### src/rtl/cpu_pkg.sv
// Shared CPU definitions used by the bus arbiter.
//   - Arbiter state encoding (IDLE/GRANT/TURN) as 2-bit constants and a typed enum.
//   - Requester index constants naming the drivers of the shared 16-bit data bus.
package cpu_pkg;

  localparam logic [1:0] ST_IDLE  = 2'd0;
  localparam logic [1:0] ST_GRANT = 2'd1;
  localparam logic [1:0] ST_TURN  = 2'd2;

  typedef enum logic [1:0] {
    StIdle  = ST_IDLE,
    StGrant = ST_GRANT,
    StTurn  = ST_TURN
  } arb_state_e;

  // Bus driver slots on the arbiter's req/gnt vectors.
  localparam int unsigned REQ_DEC  = 0;
  localparam int unsigned REQ_REG  = 1;
  localparam int unsigned REQ_ALU  = 2;
  localparam int unsigned REQ_LDSR = 3;

endpackage

### src/rtl/rr_pick.sv
// Round-robin winner search (combinational).
//   req  in  N    request vector
//   ptr  in  IDW  index with highest priority this round
//   any  out 1    at least one request is set
//   idx  out IDW  first set request at or above ptr, wrapping N-1 -> 0
module rr_pick #(
  parameter int unsigned N   = 4,
  parameter int unsigned IDW = 2
) (
  input  logic [N-1:0]   req,
  input  logic [IDW-1:0] ptr,
  output logic           any,
  output logic [IDW-1:0] idx
);

  // The upper copy holds the wrapped-around candidates, so the lowest qualifying bit of the
  // doubled vector at or above ptr is the round-robin winner.
  logic [2*N-1:0] dbl;
  assign dbl = {req, req};

  always_comb begin
    any = 1'b0;
    idx = '0;
    // Descending scan: the last hit written is the lowest qualifying position.
    for (int j = 2 * N - 1; j >= 0; j--) begin
      if (dbl[j] && (j >= int'(ptr))) begin
        any = 1'b1;
        idx = IDW'(j % N);
      end
    end
  end

endmodule

### src/rtl/bus_arbiter.sv
// Round-robin arbiter for the shared 16-bit tri-state data bus.
// Grants one driver at a time, inserts one dead cycle between tenures and cuts a tenure after
// MAX_HOLD consecutive grant cycles (0 = unlimited).
//   clk       in   1    rising-edge clock
//   reset     in   1    asynchronous active-low reset
//   req       in   N    level requests, held for the whole transfer
//   gnt       out  N    registered grant, one-hot or zero
//   owner     out  IDW  index of the grant holder, valid while bus_busy
//   bus_busy  out  1    any gnt bit set
//   hold_err  out  1    one-cycle pulse when a tenure was cut by the hold limit
module bus_arbiter
  import cpu_pkg::*;
#(
  parameter int unsigned N        = 4,
  parameter int unsigned IDW      = 2,
  parameter int unsigned MAX_HOLD = 8
) (
  input  logic           clk,
  input  logic           reset,
  input  logic [N-1:0]   req,
  output logic [N-1:0]   gnt,
  output logic [IDW-1:0] owner,
  output logic           bus_busy,
  output logic           hold_err
);

  localparam int unsigned CW = (MAX_HOLD == 0) ? 1 : $clog2(MAX_HOLD + 1);
  localparam logic [CW-1:0]  LAST_CNT = CW'((MAX_HOLD > 0) ? MAX_HOLD - 1 : 0);
  localparam logic [IDW-1:0] LAST_IDX = IDW'(N - 1);

  arb_state_e     state_q, state_d;
  logic [N-1:0]   gnt_q, gnt_d;
  logic [IDW-1:0] owner_q, owner_d;
  logic [IDW-1:0] ptr_q, ptr_d;
  logic [CW-1:0]  cnt_q, cnt_d;
  logic           herr_q, herr_d;

  logic           pick_any;
  logic [IDW-1:0] pick_idx;
  logic           limit_hit;

  rr_pick #(
    .N  (N),
    .IDW(IDW)
  ) u_rr_pick (
    .req(req),
    .ptr(ptr_q),
    .any(pick_any),
    .idx(pick_idx)
  );

  // cnt_q counts completed grant cycles minus one during the current tenure.
  assign limit_hit = (MAX_HOLD != 0) && (cnt_q == LAST_CNT);

  always_comb begin
    state_d = state_q;
    gnt_d   = gnt_q;
    owner_d = owner_q;
    ptr_d   = ptr_q;
    cnt_d   = cnt_q;
    herr_d  = 1'b0;

    unique case (state_q)
      StIdle, StTurn: begin
        if (pick_any) begin
          state_d         = StGrant;
          gnt_d           = '0;
          gnt_d[pick_idx] = 1'b1;
          owner_d         = pick_idx;
          cnt_d           = '0;
        end else begin
          state_d = StIdle;
          gnt_d   = '0;
        end
      end
      StGrant: begin
        if (!req[owner_q] || limit_hit) begin
          // Release beats timeout when both happen on the same edge.
          herr_d  = req[owner_q];
          state_d = StTurn;
          gnt_d   = '0;
          // The outgoing owner drops to lowest priority for the next selection.
          ptr_d   = (owner_q == LAST_IDX) ? '0 : owner_q + IDW'(1);
        end else begin
          cnt_d = cnt_q + CW'(1);
        end
      end
      default: begin
        state_d = StIdle;
        gnt_d   = '0;
      end
    endcase
  end

  always_ff @(posedge clk or negedge reset) begin
    if (!reset) begin
      state_q <= StIdle;
      gnt_q   <= '0;
      owner_q <= '0;
      ptr_q   <= '0;
      cnt_q   <= '0;
      herr_q  <= 1'b0;
    end else begin
      state_q <= state_d;
      gnt_q   <= gnt_d;
      owner_q <= owner_d;
      ptr_q   <= ptr_d;
      cnt_q   <= cnt_d;
      herr_q  <= herr_d;
    end
  end

  assign gnt      = gnt_q;
  assign owner    = owner_q;
  assign bus_busy = |gnt_q;
  assign hold_err = herr_q;

endmodule

### config.mk
export PLATFORM = sky130hd
export DESIGN_NAME = bus_arbiter
export DESIGN_NICKNAME = d
export VERILOG_FILES = /design/src/rtl/cpu_pkg.sv /design/src/rtl/rr_pick.sv /design/src/rtl/bus_arbiter.sv
export SDC_FILE = /design/constraint.sdc
export NUM_CORES = 1
export LEC_CHECK = 0
export ABC_AREA = 1
export CORE_UTILIZATION = 25
export CTS_CLUSTER_SIZE = 20
export DETAILED_ROUTE_END_ITERATION = 8
export PLACE_DENSITY = 0.42
export SETUP_SLACK_MARGIN = 0.05
export SYNTH_ARGS = -nofsm -noshare
export SYNTH_HDL_FRONTEND = slang
export SYNTH_SLANG_ARGS = --single-unit
export TNS_END_PERCENT = 100
### constraint.sdc
create_clock -name clk -period 1.4 [get_ports clk]
set_input_delay 0.21 -clock clk [delete_from_list [all_inputs] [get_ports clk]]
set_output_delay 0.21 -clock clk [all_outputs]
set_load 0.005 [all_outputs]
; ---- Word-level counts from Yosys, hierarchy flattened
; Index checks and enable logic that the tools add are counted.
[word_totals]
regBits = 15
word_cells = 64
rom_bits = 0
output_inout_bits = 8
mem_bits_rw = 0
in_bits = 6
mem_count = 0
latchBits = 0
[op_classes]
n_bitwise = 0
magnitude_cmp = 6
n_eq_ne = 7
reduce_logical = 13
n_mul = 0
n_addsub = 2
n_mux = 30
n_div = 0
n_shift = 0
[op_table]
columns = op, n
row1 = two-way mux 2 bit, 9
row2 = two-way mux 4 bit, 4
row3 = one-hot mux 4 bit (2 select lines), 2
row4 = two-way mux 1 bit, 12
row5 = "less-than comparator 2 x 3 -> 1 bit, second input constant", 2
row6 = "inequality test 2 bit, second input constant", 3
row7 = "adder 4 x 1 -> 4 bit, second input constant", 1
row8 = "equality test 2 bit, second input constant", 2
row9 = "equality test 4 x 3 -> 1 bit, second input constant", 1
row10 = "greater-or-equal comparator 1 x 2 -> 1 bit, first input constant", 2
row11 = logical AND 1 bit, 4
row12 = one-hot mux 2 bit (2 select lines), 1
row13 = AND reduction 2 bit, 2
row14 = OR reduction 4 bit, 1
row15 = AND reduction 3 bit, 1
row16 = "adder 2 x 1 -> 2 bit, second input constant", 1
row17 = binary-select mux 1 bit (select 2 bit), 1
row18 = demux 1 bit (select 2 bit), 1
row19 = "equality test 2 x 1 -> 1 bit, second input constant", 1
row20 = "greater-or-equal comparator 2 x 1 -> 1 bit, second input constant", 1
row21 = "greater-or-equal comparator 2 bit, first input constant", 1
row22 = logical NOT 2 bit, 1
row23 = nonzero test 2 bit, 1
row24 = OR reduction 2 bit, 1
row25 = 2 further kinds, 2

; ---- Depth between registers and ports, before layout
[depth]
word_depth = 13
ltp_mapped = 8
ltp_nobuf = 8

; ---- Cells and area by module
; From an unflattened synthesis, not the netlist that was laid out.
[unflattened]
cells_unflattened = 106
area_unflattened_um2 = 822.0
[modules_own_cells]
columns = module, area_each_um2, cells_per_inst, instances, seq_area_each_um2
row1 = bus_arbiter, 742.0, 86, 1, 375.4
row2 = rr_pick, 80.1, 20, 1, 0.0

; ---- Least setup slack after synthesis
; Ideal clock, no wire load.
[synth_path]
path_kind = reg-to-reg
start = register cnt_q[0]
end = register ptr_q[0]
slack_ps = 193
stages_incl_launch_ff = 9
period_less_slack_ps = 1207
t_required_ps = 1335
n_path_buf = 0
arrival_time_ps = 1142
setup_time_ps = 65
path_cell_list = dfrtp_1 -> ha_1 -> nand2_1 -> inv_2 -> nand2_4 -> nand4_4 -> nand2_1 -> nand2_1 -> nand2_1
[synth_via]
elab_chain_cells = 3
[synth_lines]
columns = item, line_no
row1 = start: declaration, bus_arbiter.sv:35  ; logic [CW-1:0] cnt_q, cnt_d;
row2 = start signal: assignment, bus_arbiter.sv:108  ; cnt_q <= cnt_d;
row3 = equality test 4 x 3 -> 1 bit, bus_arbiter.sv:53  ; assign limit_hit = (MAX_HOLD != 0) && (cnt_q == LAST_CNT);
row4 = logical OR 1 bit, bus_arbiter.sv:77  ; if (!req[owner_q] || limit_hit) begin
row5 = AND reduction 2 bit (no source line), --
row6 = end signal: assignment, bus_arbiter.sv:107  ; ptr_q <= ptr_d;
row7 = end: declaration, bus_arbiter.sv:34  ; logic [IDW-1:0] ptr_q, ptr_d;
; No other way between the ends.
; A chain may end at the register's enable or synchronous reset.

; ---- Final worst setup path
[layout_path]
start = register gnt_q[1], in the netlist gnt[1]
end = output port bus_busy
[layout_via]
elab_chain_cells = 1
[layout_lines]
columns = item, line_no
row1 = start: declaration, bus_arbiter.sv:32  ; logic [N-1:0] gnt_q, gnt_d;
row2 = start signal: assignment, bus_arbiter.sv:105  ; gnt_q <= gnt_d;
row3 = OR reduction 4 bit, bus_arbiter.sv:115  ; assign bus_busy = |gnt_q;
row4 = end: declaration, bus_arbiter.sv:23  ; output logic bus_busy,
; No other way between the ends.

==> reports/metrics.yaml <==
worst_setup_path:
  critical_path.max_stage_delay_ps: 500
  start_kind: "register"
  worst-setup-path-type: "reg2out"
  worst_ep_arrival_time_ps: 1300
  crit_path_end_kind: "primary output"
  cp_max_fo: 2
  crit_path_cell_trace: "or4_1 -> buf_2"
  cp_slowest_cell: "or4_1"
  worstPathRequired_ps: 1190
timing:
  final.setup.worst_slack_ps: -105
  hold_violations: 0
  drv_slew: 0
  max_freq_ghz: 0.664
  worst_pin_slew_ps: 315
  setup-tns-final_ps: -105
  setup_viol: 1
  fin_crit_sh: 1.08
  period_needed_ps: 1510
  hold-worst-slack_ps: 235
  clock_skew_ps: 4.24
  rsz0062_at_grt: "true"
  max_slew_margin: 0.790
yosys:
  synth_seq_area_share: 0.440
  ys_warn_count: 0
  synth_cell_type_count: 22
  netlist_instances: 108
  yosysTopAreaCell: "dfrtp_1"
  async_flop_share: 1.00
  yosysTopAreaCellShare: 0.440
  avgSynthCellArea_um2: 7.90
  synth_area_um2: 853
  synth_area_leaders: "dfrtp_1, nand2_1, nand3_1"
  synth_seq_cells: 15
  synth_edf_count: 0
  yosys_most_used_dff: "dfrtp_1"
  synth_fp_nets: 116
power_and_ir_drop:
  leakage_nw: 0.623
  power_w: 0.00216
  powerDensity_nw_per_um2: 1910
  ir_drop_uv: 644
routing:
  via_per_inst: 4.42
  wl_per_cell_um: 11.2
  drc: 0
  drt_iter0_markers: 49
  routed_wirelength_mm: 2.00
  route.met2.wl_um: 940
  final_antenna_net_count: 0
  wl_met3_um: 69
  dr_total_vias: 792
  wirelength_met1_um: 976
  top_layer: "met4"
  dr.pass1.iters: 4
floorplan:
  io_pins: 14
  fp-row-count: 20
  core_um2: 3150
  dieArea_um2: 3650
  chipHeight_um: 60.4
  die_x_um: 60.4
  start_util: 0.271
run:
  max-cap-violations: 0
status:
  violations: "negative setup slack"
  status: "finished, violations left"
cts:
  clk_pin_slew_ps: 100
  tritoncts: "yes"
  insertion_delay_ps: 280
  ctsHoldBuffers: 0
  numCtsBuffers: 3
  cts-root-buf: "clkbuf_4"
  clock_sinks: 15
  htree_levels: 1
  clockBufferDepth: 2
layout:
  final_area_um2: 1130
  layout_commonest_cell: "nand2_1"
  area_delta_synth_final_pct: 32.8
  diodes: 0
  layout_common_cells: "nand2_1, dfrtp_1, buf_4"
  layout.nets: 144
  drive_gt1_frac: 0.237
place:
  io_buffers: 13
  place_congestion: 0.721
  placed_area_um2: 1080
  dp.final_hpwl_mm: 1.48
grt:
  antenna_found_initial: 0
  grt-ovfl-total: 0
  grt_pass1_wl_mm: 3.33
  grt_max_degree: 16
  track_usage: 0.125
  grt_pass1_vias: 745
hold_path:
  min_path_type: "in2async"
==> area by class of cell <==
type                       instances  area, µm²
clock inverter                     1       5.00
inverter                          14       52.6
tap                               44       55.1
clock buffer                       3       22.5
timing repair buffer              25        210
multi-input combinational         77        410
fill                             360       2020
sequential                        15        378
==> repair_timing <==
action                                  in CTS  in global routing
pin swaps                                    0                  2
resized for setup                           12                  4
buffers inserted                             2                  1
endpoints found under the setup margin       7                  8
gates cloned                                 0                  0
==> critical path: cells and delay by family, from the launching register on <==
family                 cells  cell delay (ps)
buffers and inverters      1              130
and+or+nand+nor            1              500
DFF                        1              380
==> path summary, 6_finish.rpt <==
kind | startpoint | end | slack (ps) | cells past startpoint
worst max-delay path | gnt[1]$_DFFE_PN0P_ | bus_busy | -110 | 2
worst min-delay path | reset | cnt_q[0]$_DFFE_PN0P_ | 230 | 2
min in group clk | ptr_q[0]$_DFFE_PN0P_ | ptr_q[0]$_DFFE_PN0P_ | 510 | 2
worst max register to register | owner[0]$_DFFE_PN0P_ | ptr_q[1]$_DFFE_PN0P_ | 150 | 8
worst min register to register | ptr_q[0]$_DFFE_PN0P_ | ptr_q[0]$_DFFE_PN0P_ | 510 | 2
max in group asynchronous | reset | owner[0]$_DFFE_PN0P_ | 970 | 2
==> power by group <==
part	total, W	switching (W)	internal (W)
clock network	0.000251	0.000145	0.000106
logic	0.00121	0.000675	0.000532
registers	0.000704	0.000105	0.000599
total	0.00216	0.000925	0.00124
==> routing by layer <==
layer,up-vias,GRT usage
li1,405,-
met1,375,0.169
met2,10,0.201
met3,2,0.0192
met4,0,0.0487
met5,-,0
==> through the flow <==
step / worst slack, ps / std cells / utilization
global route: -161 / 179 / 0.360
floorplan: 193 / 108 / -
CTS: -116 / 178 / 0.354
detailed placement: -135 / 172 / 0.344
finish: -105 / 179 / 0.360
global placement: -121 / 172 / 0.344
==> state kept, by name, summed over array words and instances, names as in the netlist <==
signal and cells:
state_q 2, gnt 4, hold_err 1, owner 2, cnt_q 4, ptr_q 2
==> kinds of logic after synthesis <==
| kind of cell | synth area share |
|---|---|
| adder cells (fa/ha/maj) | 0.0293 |
| flip-flops | 0.440 |
| AO/OA/AOI/OAI | 0.0234 |
| buffers and inverters | 0.0880 |
| AND/OR/NAND/NOR | 0.409 |
| XOR/XNOR | 0.0103 |
==> synthesized netlist by cell type (2+ instances only) <==
| master | number |
|---|---|
| nand2_1 | 31 |
| dfrtp_1 | 15 |
| inv_1 | 11 |
| nand3_1 | 11 |
| nor2_1 | 11 |
| nand4_1 | 7 |
| inv_2 | 3 |
| buf_6 | 2 |
| ha_1 | 2 |
| nand3_2 | 2 |
| o21ai_1 | 2 |
No activity file was read; power rests on OpenSTA's default activity.
